===== src/rtl/cmd_pack_pkg.sv =====
// Shared constants, FSM type and CRC step for the SPI command-frame transmitter.
package cmd_pack_pkg;

  localparam logic [15:0] FRAME_HEADER  = 16'hEB90;
  localparam int          PAYLOAD_BYTES = 42;
  localparam int          FRAME_BITS    = 368;
  localparam int          CRC_FIRST     = 16;
  localparam int          CRC_START     = CRC_FIRST + PAYLOAD_BYTES * 8;
  localparam logic [15:0] CRC_POLY      = 16'h1021;
  localparam logic [15:0] CRC_INIT      = 16'hFFFF;

  typedef enum logic [1:0] {
    IDLE,
    SHIFT,
    GAP
  } state_t;

  function automatic logic [15:0] crc16_step(
    input logic [15:0] c,
    input logic        d
  );
    return {c[14:0], 1'b0} ^ ((c[15] ^ d) ? CRC_POLY : 16'h0000);
  endfunction

endpackage


===== src/rtl/crc16_ccitt_serial.sv =====
// Bit-serial CRC-16/CCITT-FALSE accumulator, one data bit per en pulse.
import cmd_pack_pkg::*;

module crc16_ccitt_serial (
  input  logic        clk,
  input  logic        rst,
  input  logic        init,
  input  logic        en,
  input  logic        din,
  output logic [15:0] crc
);

  always_ff @(posedge clk or posedge rst) begin
    if (rst)
      crc <= CRC_INIT;
    else if (init)
      crc <= CRC_INIT;
    else if (en)
      crc <= crc16_step(crc, din);
  end

endmodule


===== src/rtl/cmd_pack_tx.sv =====
// SPI command-frame transmitter: header, 42 payload bytes, CRC-16, then idle gap.
// Optional CMD_PACK_ERR_INJECT_EN adds inject_crc_err to corrupt the sent CRC.
import cmd_pack_pkg::*;

module cmd_pack_tx #(
  parameter int CLK_DIV  = 4,
  parameter int GAP_BITS = 16
) (
  input  logic        clk,
  input  logic        rst,
  input  logic        send,
  input  logic [31:0] ftw_lower_1,
  input  logic [31:0] ftw_upper_1,
  input  logic [31:0] ftw_lower_2,
  input  logic [31:0] ftw_upper_2,
  input  logic [31:0] sweep_step,
  input  logic [15:0] sweep_rate,
  input  logic [15:0] pulse_period,
  input  logic [15:0] resweep_period,
  input  logic [2:0]  mode,
  input  logic        rf_switch,
  input  logic [5:0]  tx_att,
  input  logic [7:0]  rx_ch1_att,
  input  logic [7:0]  rx_ch2_att,
  input  logic [7:0]  rx_ch3_att,
  input  logic [7:0]  rx_ch1_pha,
  input  logic [7:0]  rx_ch2_pha,
  input  logic [7:0]  rx_ch3_pha,
  input  logic [31:0] ct_period,
  input  logic [31:0] ys_period,
  output logic        busy,
  output logic        done,
  output logic        spi_sclk,
  output logic        spi_din
`ifdef CMD_PACK_ERR_INJECT_EN
  ,
  input  logic        inject_crc_err
`endif
);

  localparam int PW = $clog2(2 * CLK_DIV);
  localparam int GW = $clog2(GAP_BITS * 2 * CLK_DIV + 1);

  state_t                  state;
  logic [FRAME_BITS-1:0]   sreg;
  logic [FRAME_BITS-1:0]   frame;
  logic [8:0]              idx;
  logic [8:0]              nidx;
  logic [PW-1:0]           ph;
  logic [GW-1:0]           gcnt;
  logic                    accept;
  logic                    bit_end;
  logic                    crc_en;
  logic [15:0]             crc;
  logic [15:0]             tx_crc;

  assign frame = {
    FRAME_HEADER,
    ftw_lower_1, ftw_upper_1,
    ftw_lower_2, ftw_upper_2,
    sweep_step,
    sweep_rate, pulse_period, resweep_period,
    mode, rf_switch, 4'b0000,
    2'b00, tx_att,
    rx_ch1_att, rx_ch2_att, rx_ch3_att,
    rx_ch1_pha, rx_ch2_pha, rx_ch3_pha,
    ct_period, ys_period,
    16'h0000
  };

  assign accept  = (state == IDLE) && send;
  assign bit_end = (state == SHIFT) && (ph == PW'(2 * CLK_DIV - 1));
  assign nidx    = idx + 9'd1;
  assign crc_en  = bit_end &&
                   (nidx >= 9'(CRC_FIRST)) &&
                   (nidx < 9'(CRC_START));

  // The current bit always sits in the top of the shift register.
  assign spi_din = (state == SHIFT) && sreg[FRAME_BITS-1];

`ifdef CMD_PACK_ERR_INJECT_EN
  logic inj;

  always_ff @(posedge clk or posedge rst) begin
    if (rst)
      inj <= 1'b0;
    else if (accept)
      inj <= inject_crc_err;
  end

  assign tx_crc = {crc[15:1], crc[0] ^ inj};
`else
  assign tx_crc = crc;
`endif

  crc16_ccitt_serial u_crc (
    .clk  (clk),
    .rst  (rst),
    .init (accept),
    .en   (crc_en),
    .din  (sreg[FRAME_BITS-2]),
    .crc  (crc)
  );

  always_ff @(posedge clk or posedge rst) begin
    if (rst) begin
      state    <= IDLE;
      sreg     <= '0;
      idx      <= '0;
      ph       <= '0;
      gcnt     <= '0;
      spi_sclk <= 1'b0;
      busy     <= 1'b0;
      done     <= 1'b0;
    end else begin
      done <= 1'b0;
      unique case (state)
        IDLE: begin
          if (send) begin
            state    <= SHIFT;
            sreg     <= frame;
            idx      <= '0;
            ph       <= '0;
            spi_sclk <= 1'b0;
            busy     <= 1'b1;
          end
        end
        SHIFT: begin
          ph <= ph + 1'b1;
          if (ph == PW'(CLK_DIV - 1))
            spi_sclk <= 1'b1;
          if (bit_end) begin
            ph       <= '0;
            spi_sclk <= 1'b0;
            if (idx == 9'(FRAME_BITS - 1)) begin
              state <= GAP;
              gcnt  <= '0;
            end else if (nidx == 9'(CRC_START)) begin
              // CRC is frozen here and loaded into the zero tail.
              sreg[FRAME_BITS-1 -: 16] <= tx_crc;
              idx <= nidx;
            end else begin
              sreg <= sreg << 1;
              idx  <= nidx;
            end
          end
        end
        GAP: begin
          gcnt <= gcnt + 1'b1;
          if (gcnt == GW'(GAP_BITS * 2 * CLK_DIV - 1)) begin
            state <= IDLE;
            busy  <= 1'b0;
            done  <= 1'b1;
          end
        end
        default: state <= IDLE;
      endcase
    end
  end

endmodule

===== config.mk =====
export PLATFORM = sky130hd
export DESIGN_NAME = cmd_pack_tx
export DESIGN_NICKNAME = d
export VERILOG_FILES = /design/src/rtl/cmd_pack_pkg.sv /design/src/rtl/crc16_ccitt_serial.sv /design/src/rtl/cmd_pack_tx.sv
export SDC_FILE = /design/constraint.sdc
export NUM_CORES = 1
export LEC_CHECK = 0
export ABC_AREA = 1
export ABC_CLOCK_PERIOD_IN_PS = 37700
export BUFFER_PORTS_ARGS = -buffer_cell sky130_fd_sc_hd__buf_2
export CAP_MARGIN = 20
export CORE_ASPECT_RATIO = 0.5
export CORE_UTILIZATION = 30
export DETAILED_ROUTE_END_ITERATION = 8
export PLACE_DENSITY = 0.53
export SETUP_SLACK_MARGIN = 0.3
export SLEW_MARGIN = 40
export SYNTH_ARGS = -nofsm -noshare
export SYNTH_HDL_FRONTEND = slang
export SYNTH_HIERARCHICAL = 1
export SYNTH_SLANG_ARGS = --single-unit

===== constraint.sdc =====
create_clock -name clk -period 37.7 [get_ports clk]
set_clock_uncertainty 0.1 [all_clocks]
set_input_delay 5.655 -clock clk [delete_from_list [all_inputs] [get_ports clk]]
set_output_delay 5.655 -clock clk [all_outputs]
set_load 0.02 [all_outputs]

==> impl_metrics.prom <==
# TYPE chip_impl_metric gauge
chip_impl_metric{name="io_pins",unit=""} 337
chip_impl_metric{name="die-area",unit="mm²"} 0.06832
chip_impl_metric{name="timing.setup.tns",unit="ps"} 0
chip_impl_metric{name="cts.path.max_buffers",unit=""} 3
chip_impl_metric{name="number_of_h_tree_branching_levels",unit=""} 2
chip_impl_metric{name="numClockSinks",unit=""} 393
chip_impl_metric{name="die_w",unit="µm"} 368.7
chip_impl_metric{name="placement.io_buffers",unit=""} 336
chip_impl_metric{name="final_period_minus_worst_setup_slack",unit="ps"} 8723
chip_impl_metric{name="n_fill_cell",unit=""} 7168
chip_impl_metric{name="detailroute.via_count",unit=""} 18510
chip_impl_metric{name="syn_area_per_cell",unit="µm²"} 6.951
chip_impl_info{name="cp-end-kind",value="flip-flop"} 1
chip_impl_info{name="grt_setup_unrepaired",value="false"} 1
chip_impl_info{name="crit_chain",value="buf_2, nand2_1, nand2_1, nand3_1, inv_8, nand2_8, buf_16, buf_6, buf_4, buf_12, nand2_1, nand2_1"} 1
chip_impl_metric{name="timing.critical_path.buf_inv",unit=""} 6
chip_impl_metric{name="leakagePower",unit="nW"} 13.93
chip_impl_metric{name="multi_input_comb_area",unit="mm²"} 0.009243
chip_impl_metric{name="globalplace.congestion",unit=""} 0.7918
chip_impl_metric{name="final-max-slew-violation-count",unit=""} 0
chip_impl_metric{name="grt_start_max_net_pins",unit=""} 195
chip_impl_metric{name="finalNetCount",unit=""} 3449
chip_impl_metric{name="cts_hold_repair.buffers",unit=""} 0
chip_impl_info{name="critPathTopFamily",value="buffers and inverters"} 1
chip_impl_metric{name="area.growth.synth_to_final",unit="%"} 18.58
chip_impl_metric{name="synthesis.yosys.warnings",unit=""} 6
chip_impl_info{name="worst-setup-path-type",value="primary input to flip-flop"} 1
chip_impl_metric{name="drtAntennaViolNets",unit=""} 0
chip_impl_metric{name="drive_gt1_share",unit="%"} 14.64
chip_impl_metric{name="postSynthNetCount",unit=""} 3240
chip_impl_metric{name="synth.yosys.seq_area_share",unit="%"} 48.87
chip_impl_metric{name="sequential_cell_area",unit="mm²"} 0.009854
chip_impl_metric{name="postSynthRegisterBits",unit=""} 393
chip_impl_metric{name="setup_ws",unit="ps"} 28980
chip_impl_metric{name="first_global_vias",unit=""} 17690
chip_impl_metric{name="die-height",unit="µm"} 185.3
chip_impl_metric{name="timing.slew.headroom",unit="%"} 44.67
chip_impl_metric{name="cts-buffers-inserted",unit=""} 41
chip_impl_info{name="cp-start-kind",value="primary input"} 1
chip_impl_metric{name="power_per_cell_area",unit="mW/mm²"} 36.15
chip_impl_metric{name="max_slew.worst_pin.slew",unit="ps"} 830.0
chip_impl_metric{name="antenna_violations_before_repair",unit=""} 17
chip_impl_metric{name="cts.repair_timing.setup_buffer_count",unit=""} 0
chip_impl_info{name="layout.cells.most_common",value="nand2_1"} 1
chip_impl_metric{name="drt_first_pass_iters",unit=""} 5
chip_impl_metric{name="max_freq",unit="MHz"} 114.6
chip_impl_info{name="critical_path.most_common_cell",value="nand2_1"} 1
chip_impl_metric{name="clkTransAtPathRegs",unit="ps"} 60
chip_impl_metric{name="drcViolationCount",unit=""} 0
chip_impl_metric{name="critPathRequiredTime",unit="ps"} 38090
chip_impl_metric{name="wl_per_cell",unit="µm"} 14.24
chip_impl_info{name="cts_tree",value="yes"} 1
chip_impl_metric{name="wirelength",unit="µm"} 57540
chip_impl_metric{name="cts_repair_resize_count",unit=""} 0
chip_impl_metric{name="grt_first_pass_wirelength",unit="µm"} 92740
chip_impl_metric{name="placementRows",unit=""} 66
chip_impl_metric{name="via_per_inst",unit=""} 4.579
chip_impl_metric{name="insertion_delay",unit="ps"} 550
chip_impl_info{name="ctsRootBufferMaster",value="clkbuf_16"} 1
chip_impl_metric{name="drv.max_cap_violation_count",unit=""} 0
chip_impl_metric{name="track_usage",unit="%"} 16.49
chip_impl_metric{name="finalCritPeriodShare",unit="%"} 23.14
chip_impl_metric{name="crit_arrival",unit="ps"} 9110
chip_impl_metric{name="drt_first_iter_violations",unit=""} 1297
chip_impl_metric{name="post_synth_inst_count",unit=""} 2901
chip_impl_metric{name="ir_worst_vdd",unit="µV"} 30.85
chip_impl_metric{name="hold_violations",unit=""} 0
chip_impl_info{name="mostFrequentLayoutCells",value="nand2_1, nand3_1, dfrtp_1, buf_2, inv_1"} 1
chip_impl_metric{name="post-place-ws",unit="ps"} 28190
chip_impl_metric{name="finalPower",unit="µW"} 864.5
chip_impl_info{name="worst_hold_path_type",value="flip-flop to flip-flop"} 1
chip_impl_info{name="timing.critical_path.slowest_stage_cell",value="buf_6"} 1
chip_impl_metric{name="starting_density_of_the_core",unit="%"} 30.68
chip_impl_metric{name="hpwl",unit="µm"} 35040
chip_impl_metric{name="final_setup_vio_count",unit=""} 0
chip_impl_metric{name="core_area",unit="mm²"} 0.06573
chip_impl_metric{name="grt_overflow_total",unit=""} 0
chip_impl_metric{name="post_synthesis_cell_area",unit="mm²"} 0.02017
chip_impl_metric{name="cp_slowest_stage_delay",unit="ps"} 560
chip_impl_metric{name="synth_cell_type_count",unit=""} 32
chip_impl_metric{name="maximum_fanout_count_along_the_critical_path",unit=""} 94
chip_impl_info{name="status",value="finished clean"} 1
-- cell families after synthesis --
group	share of synthesized area (%)
xor gates and xnor gates	0.2606
buffers and inverters	5.479
AOI/OAI and AO/OA	1.415
adders and majority gates	0.3723
DFF	48.87
and+or+nand+nor	43.61
-- registers in the layout, indices dropped and copies added, names as in the netlist --
register and count:
done 1, state 2, busy 1, spi_sclk 1, u_crc/crc 16, sreg 352
gcnt 8, idx 9, ph 3
-- layer usage --
| metal | vias up | track usage, % | part of all wire (%) |
|---|---|---|---|
| met1 | 8731 | 20.74 | 44 |
| li1 | 9454 | - | - |
| met5 | - | 0 | 0 |
| met3 | 67 | 2.122 | 2.8 |
| met4 | 0 | 5.378 | 2.2 |
| met2 | 256 | 29.31 | 51 |
-- cell type report --
type,instances,area share [%]
timing repair buffer,360,8.540
antenna,16,0.1674
multi-input combinational,2250,38.65
clock buffer,64,5.290
clock inverter,11,0.3715
inverter,64,1.141
sequential,393,41.21
tap,884,4.626
-- final timing paths --
| check | from | to | slack, ps | cells past startpoint |
|---|---|---|---|---|
| max | send | sreg[48] | 28980 | 12 |
| min | sreg[121] | sreg[121] | 370 | 2 |
| max reg2reg | state[1] | sreg[48] | 32930 | 12 |
| min reg2reg | sreg[121] | sreg[121] | 370 | 2 |
| max in group asynchronous | rst | sreg[210] | 30080 | 5 |
| min in group asynchronous | rst | sreg[143] | 5040 | 2 |
-- worst reg2reg max path: cells and delay by family, from the launching register on --
family,cells,cell delay (ps)
DFF,1,420
and+or+nand+nor,6,1630
buffers and inverters,6,2560
-- power by group --
group	switching, mW	internal [mW]	total (mW)
logic	0.0157	0.0124	0.0281
clock network	0.177	0.238	0.415
registers	0	0.422	0.422
-- synth_stat cells, drive strengths merged --
library cell     n  share of area, %
clkbuf         119               2.2
nand2         1759                33
a31oi            1             0.031
a22oi           10              0.37
nor2            29              0.73
nand3b           4              0.15
xor2             5              0.22
nand4            7              0.22
buf             75               2.1
dfrtp          377                47
o22ai            8              0.25
inv             64               1.2
or2              4              0.12
nand3          378               9.4
xnor2            1             0.043
a211oi           1             0.037
nor3             9              0.22
o21ai           13              0.32
a22o             1             0.043
dfstp           16               2.1
a21oi           13              0.32
o21bai           1             0.037
ha               6              0.37
-- metrics by stage --
stage,util (%),hold WS [ps],std cells,cell area [µm²]
after detailed placement,34.17,358.3,3949,22460
after CTS,36.23,373.1,4024,23820
after floorplan,-,342.1,2901,20170
after global routing,36.38,384.7,4042,23910
after global placement,33.90,353.0,3944,22290
final,36.38,369.0,4042,23910
Note: power is estimated with default switching activity, not from simulation.
